`config.mk`:
```
export PLATFORM = sky130hd
export DESIGN_NAME = quic_pkt_encoder_flat
export DESIGN_NICKNAME = d
export VERILOG_FILES = /design/src/rtl/quic_pkt_encoder_pkg.sv /design/src/rtl/quic_pkt_encoder_if.sv /design/src/rtl/quic_pkt_encoder_pn_counter.sv /design/src/rtl/quic_pkt_encoder.sv /design/src/flat_wrapper.sv
export SDC_FILE = /design/constraint.sdc
export NUM_CORES = 1
export LEC_CHECK = 0
export CORE_MARGIN = 2
export CORE_UTILIZATION = 40
export DETAILED_ROUTE_END_ITERATION = 8
export GPL_TIMING_DRIVEN = 0
export PLACE_DENSITY = 0.75
export SLEW_MARGIN = 20
export SYNTH_ARGS = -nofsm -noshare
export SYNTH_HDL_FRONTEND = slang
export SYNTH_SLANG_ARGS = --single-unit
```
`constraint.sdc`:
```
create_clock -name clk -period 1.6 [get_ports clk]
set_input_delay 0.4 -clock clk [delete_from_list [all_inputs] [get_ports clk]]
set_output_delay 0.4 -clock clk [all_outputs]
set_load 0.02 [all_outputs]
```
`src/rtl/quic_pkt_encoder_pkg.sv`:
```
// Shared constants and the XOR protection helper for the QUIC packet encoder.
package quic_pkg;

  localparam logic [7:0]   HDR_LONG  = 8'hF0;
  localparam logic [7:0]   HDR_SHORT = 8'h40;
  localparam logic [7:0]   PAD_BYTE  = 8'hFF;

  localparam logic [127:0] DEF_KEY   = 128'h0123456789ABCDEF0123456789ABCDEF;
  localparam logic [95:0]  DEF_NONCE = 96'h0102030405060708090A0B0C;
  localparam logic [63:0]  DEF_DCID  = 64'h0123456789ABCDEF;
  localparam logic [63:0]  DEF_SCID  = 64'hFEDCBA9876543210;

  // Nonce is right-aligned under the 128-bit block; its top 32 bits see only the key.
  function automatic logic [127:0] quic_protect(input logic [127:0] p,
                                                input logic [127:0] key,
                                                input logic [95:0]  nonce);
    return p ^ key ^ {32'h0, nonce};
  endfunction

endpackage

```
`src/rtl/quic_pkt_encoder_if.sv`:
```
// Payload-in / packet-out handshake bundle; slave is the encoder side.
interface quic_pkt_encoder_if #(
  parameter int PAYLOAD_W = 134,
  parameter int PN_W      = 8
);
  localparam int OUT_W = PAYLOAD_W + 152;

  logic                 in_valid;
  logic                 in_ready;
  logic [PAYLOAD_W-1:0] in_data;
  logic                 in_short;
  logic                 pn_clear;
  logic                 out_valid;
  logic                 out_ready;
  logic [OUT_W-1:0]     out_data;
  logic [PN_W-1:0]      out_pn;
  logic                 pn_wrap;

  modport master (
    output in_valid, in_data, in_short, pn_clear, out_ready,
    input  in_ready, out_valid, out_data, out_pn, pn_wrap
  );

  modport slave (
    input  in_valid, in_data, in_short, pn_clear, out_ready,
    output in_ready, out_valid, out_data, out_pn, pn_wrap
  );

endinterface

```
`src/rtl/quic_pkt_encoder_pn_counter.sv`:
```
// Packet-number counter: clear beats increment, wrap pulse follows a wrapping accept.
module quic_pn_counter #(
  parameter int PN_W = 8
) (
  input  logic            clk,
  input  logic            rst_n,
  input  logic            accept,
  input  logic            clear,
  output logic [PN_W-1:0] pn,
  output logic            pn_wrap
);

  always_ff @(posedge clk or negedge rst_n) begin
    if (!rst_n) begin
      pn      <= '0;
      pn_wrap <= 1'b0;
    end else begin
      pn_wrap <= accept & ~clear & (&pn);
      if (clear)       pn <= '0;
      else if (accept) pn <= pn + PN_W'(1);
    end
  end

endmodule

```
`src/rtl/quic_pkt_encoder.sv`:
```
// Two-stage stallable QUIC packet assembler: stage 1 captures payload+PN, stage 2 holds the packet.
module quic_pkt_encoder
  import quic_pkg::*;
#(
  parameter int           PAYLOAD_W = 134,
  parameter int           PN_W      = 8,
  parameter logic [127:0] KEY       = DEF_KEY,
  parameter logic [95:0]  NONCE     = DEF_NONCE,
  parameter logic [63:0]  DCID      = DEF_DCID,
  parameter logic [63:0]  SCID      = DEF_SCID
) (
  input  logic                clk,
  input  logic                rst_n,
  quic_pkt_encoder_if.slave   bus
);

  localparam int OUT_W  = PAYLOAD_W + 152;
  localparam int STAGES = 2;

  typedef struct packed {
    logic [PAYLOAD_W-1:0] data;
    logic                 is_short;
    logic [PN_W-1:0]      pn;
  } s1_t;

  logic [STAGES:1]  vld_pipe;
  s1_t              s1;
  logic             advance, accept;
  logic [PN_W-1:0]  pn;
  logic [127:0]     plain, cipher;
  logic [OUT_W-1:0] pkt;

  assign advance       = ~vld_pipe[2] | bus.out_ready;
  assign bus.in_ready  = ~vld_pipe[1] | advance;
  assign accept        = bus.in_valid & bus.in_ready;
  assign bus.out_valid = vld_pipe[2];

  quic_pn_counter #(.PN_W(PN_W)) u_pn (
    .clk     (clk),
    .rst_n   (rst_n),
    .accept  (accept),
    .clear   (bus.pn_clear),
    .pn      (pn),
    .pn_wrap (bus.pn_wrap)
  );

  // Encryption sits between the stages so stage 2 registers the finished packet.
  assign plain  = {s1.is_short ? HDR_SHORT : HDR_LONG, DCID, s1.data[PAYLOAD_W-1 -: 56]};
  assign cipher = quic_protect(plain, KEY, NONCE ^ {{(96-PN_W){1'b0}}, s1.pn});
  assign pkt    = {cipher, s1.is_short ? 64'h0 : SCID, s1.pn, PAD_BYTE, s1.data[PAYLOAD_W-57:0]};

  always_ff @(posedge clk or negedge rst_n) begin
    if (!rst_n) begin
      vld_pipe     <= '0;
      s1           <= '0;
      bus.out_data <= '0;
      bus.out_pn   <= '0;
    end else begin
      if (accept) begin
        s1          <= '{data: bus.in_data, is_short: bus.in_short, pn: pn};
        vld_pipe[1] <= 1'b1;
      end else if (advance) begin
        vld_pipe[1] <= 1'b0;
      end
      if (vld_pipe[1] & advance) begin
        vld_pipe[2]  <= 1'b1;
        bus.out_data <= pkt;
        bus.out_pn   <= s1.pn;
      end else if (bus.out_ready) begin
        vld_pipe[2]  <= 1'b0;
      end
    end
  end

endmodule

```
`src/flat_wrapper.sv`:
```
// flat-port wrapper written by rule: the top's interface ports become plain ports
module quic_pkt_encoder_flat import quic_pkg::*;
#(
  parameter int           PAYLOAD_W = 134,
  parameter int           PN_W      = 8,
  parameter logic [127:0] KEY       = DEF_KEY,
  parameter logic [95:0]  NONCE     = DEF_NONCE,
  parameter logic [63:0]  DCID      = DEF_DCID,
  parameter logic [63:0]  SCID      = DEF_SCID
)
  (clk, rst_n, bus_in_valid, bus_in_data, bus_in_short, bus_pn_clear, bus_out_ready, bus_in_ready, bus_out_valid, bus_out_data, bus_out_pn, bus_pn_wrap);
  quic_pkt_encoder_if #(.PAYLOAD_W(PAYLOAD_W), .PN_W(PN_W)) bus_i ();
  input  logic clk;
  input  logic rst_n;
  input wire logic [$bits(bus_i.in_valid)-1:0] bus_in_valid;
  input wire logic [$bits(bus_i.in_data)-1:0] bus_in_data;
  input wire logic [$bits(bus_i.in_short)-1:0] bus_in_short;
  input wire logic [$bits(bus_i.pn_clear)-1:0] bus_pn_clear;
  input wire logic [$bits(bus_i.out_ready)-1:0] bus_out_ready;
  output wire logic [$bits(bus_i.in_ready)-1:0] bus_in_ready;
  output wire logic [$bits(bus_i.out_valid)-1:0] bus_out_valid;
  output wire logic [$bits(bus_i.out_data)-1:0] bus_out_data;
  output wire logic [$bits(bus_i.out_pn)-1:0] bus_out_pn;
  output wire logic [$bits(bus_i.pn_wrap)-1:0] bus_pn_wrap;
  assign bus_i.in_valid = bus_in_valid;
  assign bus_i.in_data = bus_in_data;
  assign bus_i.in_short = bus_in_short;
  assign bus_i.pn_clear = bus_pn_clear;
  assign bus_i.out_ready = bus_out_ready;
  assign bus_in_ready = bus_i.in_ready;
  assign bus_out_valid = bus_i.out_valid;
  assign bus_out_data = bus_i.out_data;
  assign bus_out_pn = bus_i.out_pn;
  assign bus_pn_wrap = bus_i.pn_wrap;
  quic_pkt_encoder #(.PAYLOAD_W(PAYLOAD_W), .PN_W(PN_W), .KEY(KEY), .NONCE(NONCE), .DCID(DCID), .SCID(SCID)) u_core (.clk(clk), .rst_n(rst_n), .bus(bus_i));
endmodule
```
==> results.md <==
- Nets: 1478
- CP Data Required Time: 1.20 ns
- Synth warn: 0
- Sequential area share after synthesis: 58.9%
- Clk buf depth: 3
- DIE WIDTH: roughly 180 um
- Fin crit share: 115%
- FMAX: 542 MHz
- CP Launch Type: flip-flop
- TritonCTS buffer count: 35
- Design Area, Final: 19000 um2
- CP Max Fanout: 18
- FF-to-FF path depth: 6
- Clock transition at path regs: about 0.05 ns
- H-tree depth: 2
- CTS tree: yes
- Hpwl dp: between 20000 and 25000 um
- Final Hold Fails: 61
- Grt ovf: 0
- Buf+Inv Stages, Crit Path: 3
- Die Ht: between 150 and 200 um
- I/O Buffers: between 300 and 400
- Initial antenna violation count: 0
- Crit path max-delay family: flip-flops
- FF-to-FF Start: u_core.vld_pipe[2]
- I/O pins: around 440
- Root Buffer Master: clkbuf_16
- Largest net degree at the start of global routing: 97
- Syn Std Cell Area: about 13000 um2
- Failing checks: hold timing, setup timing
- CP Depth: 3
- MaxCap Viol Count: 0
- Layout Cells excl Fill: between 1.5k and 2k
- Pwr dens: 1310 nW/um2
- Setup violators final: 112
- Setup TNS: -16.85 ns
- Status: complete, but fails checks
- Dpl cells: 1678
- Most common cell after layout, fill and taps aside: dfrtp_1
- Critical path capture point type: output pin
- Gr usage total: a little under a fifth
- Core Area: 31400 um2
- Worst slew pin tran: between 0.5 and 0.6 ns
- Slew Limit Fails: 0
- Wire per inst: around 18 um
- Post-layout min period: ~1.8 ns
- Via count: 7850
- RSZ-0062 raised after global routing: true
- DRT iter0 DRCs: 282
- Routed WL: 31600 um
- DRC errors left: 0
- Leakage: 9.03 nW
- Vias per std cell: 4.45
- Reg2reg end: u_core.pkt[23]
- Die footprint: 33100 um2
- Synthesized flop and latch total: 298
- Clock sink count: 298
- Pre-antenna DRT Iters: 4
- # rows: 65
- Post-synthesis area per instance: 15.1 um2
- Area of placed instances: 17200 um2
- RePlAce Congestion: approximately 0.74
- Vias in the first global route: around 8.5k
- Worst path cell trace: buf_12 > buf_4 > buf_2
- Worst stage delay on the critical path: approximately 0.50 ns
- Area Growth Syn to Fin: 50.1%
- Crit path arrival time: 1.44 ns
- Antenna Nets Post-Route: 0
- Hold crit path type: input pin to async pin
- Maximum vdd drop: slightly below 1 mV
- Post-synthesis instance total: 839
- Slew headroom: 63.1%
- Netlist cell types: 29
- Critical path class: flip-flop to output pin
- Final Skew: 0.0198 ns
- Layout cells sized above 1: 56.1%
- First-pass GRT wire length: 49000 um
- Worst skew pair latency: 0.51 ns
- R2R setup slack: -0.03 ns
- Initial Utilization: 40.4%
- WHS: -0.162 ns
- Most frequent cells in the layout: 294 x dfrtp_1, 196 x mux2_2, 135 x clkdlybuf4s50_1, 127 x buf_4, 104 x buf_6
- CP max stage cell: dfrtp_4
- Worst setup margin: -0.245 ns
- N_diodes: 0
==> power breakdown <==
part           total (mW)  switching [mW]  internal, mW
Combinational        7.42            3.52          3.89
Clock                7.79            3.09          4.70
Sequential           9.77           0.781          8.99
Total                25.0            7.40          17.6
==> sequential cells by signal, summed over array words and instances, names as in the netlist <==
signal / cells
u_core.u_pn.pn_wrap: 1
u_core.vld_pipe: 2
u_core.bus.out_pn: 7
u_core.s1: 1
u_core.pkt: 86
u_core.bus.out_data: 137
u_core.u_pn.pn: 8
u_core.plain: 56
==> stage by stage <==
step                      total power [mW]  worst slack, ns  utilization (%)
after floorplan                       13.8          0.00137                -
after global placement                17.2           -13.78             54.5
after detailed placement              17.3            -1.11             54.8
after CTS                             25.2           -0.266             60.3
after global routing                  26.1           -0.293             60.6
final                                 25.0           -0.245             60.6
==> worst max path at each step <==
stage / start / endpoint / slack, ns
final: u_core.bus.out_data[283] / bus_out_data[146] / -0.24
after global routing: u_core.bus.out_data[283] / bus_out_data[103] / -0.29
after CTS: u_core.bus.out_data[284] / bus_out_data[236] / -0.27
after detailed placement: bus_out_ready / u_core.bus.out_data[175] / -1.11
after global placement: rst_n / u_core.bus.out_data[284] / -13.78
after floorplan: u_core.vld_pipe[2] / u_core.pkt[26] / 0.001
==> layer usage <==
metal	vias to the layer above	track usage (%)	share of wire, %
li1	3638	-	-
met1	3898	23.1	40
met2	263	32.4	50
met3	51	5.80	7.3
met4	0	5.35	2.6
met5	-	0	0
==> final cells by class <==
type	count	area [um2]
fill	2451	12400
sequential	298	7470
multi-input combinational	405	4100
timing repair buffer	399	4070
buffer	175	1640
clock buffer	54	1090
tap	402	503
inverter	23	93.8
clock inverter	7	55.1
==> cells by family (layout without fill, tap and decap cells) <==
group | Yosys count | after routing | synth area share [%]
AO/OA/AOI/OAI | 14 | 14 | 0.632
XOR/XNOR | 8 | 8 | 0.553
adder cells (fa/ha/maj) | 1 | 1 | 0.0987
buffers and inverters | 206 | 658 | 11.3
flip-flops | 298 | 298 | 58.9
multiplexers | 287 | 287 | 27.4
other | 1 | 70 | 0.0296
AND/OR/NAND/NOR | 24 | 25 | 1.17
==> synth_stat cells, drive strengths merged <==
library cell	instances	area [um2]
nand2	4	22.5
nand3	4	20.0
conb	1	3.75
nand2b	4	25.0
mux2i	20	200
nand4	2	12.5
dfrtp	298	7460
xor2	3	26.3
nor2b	1	6.26
clkbuf	1	3.75
o31ai	4	30.0
nor2	1	3.75
or4	4	30.0
o21ai	3	15.0
nor4	1	6.26
or3	2	12.5
inv	23	88.8
mux2	267	3270
and3b	1	8.76
buf	182	1340
a21oi	7	35.0
ha	1	12.5
xnor2	5	43.8
==> what timing repair did <==
action / 4_1_cts / 5_1_grt
hold endpoints to repair: 61 / 61
cloned: 10 / 4
pin swaps: 2 / 2
endpoints found under the setup margin: 511 / 367
gates resized for setup: 887 / 171
buffers inserted: 19 / 2
Power figures use the tool's default switching activity.
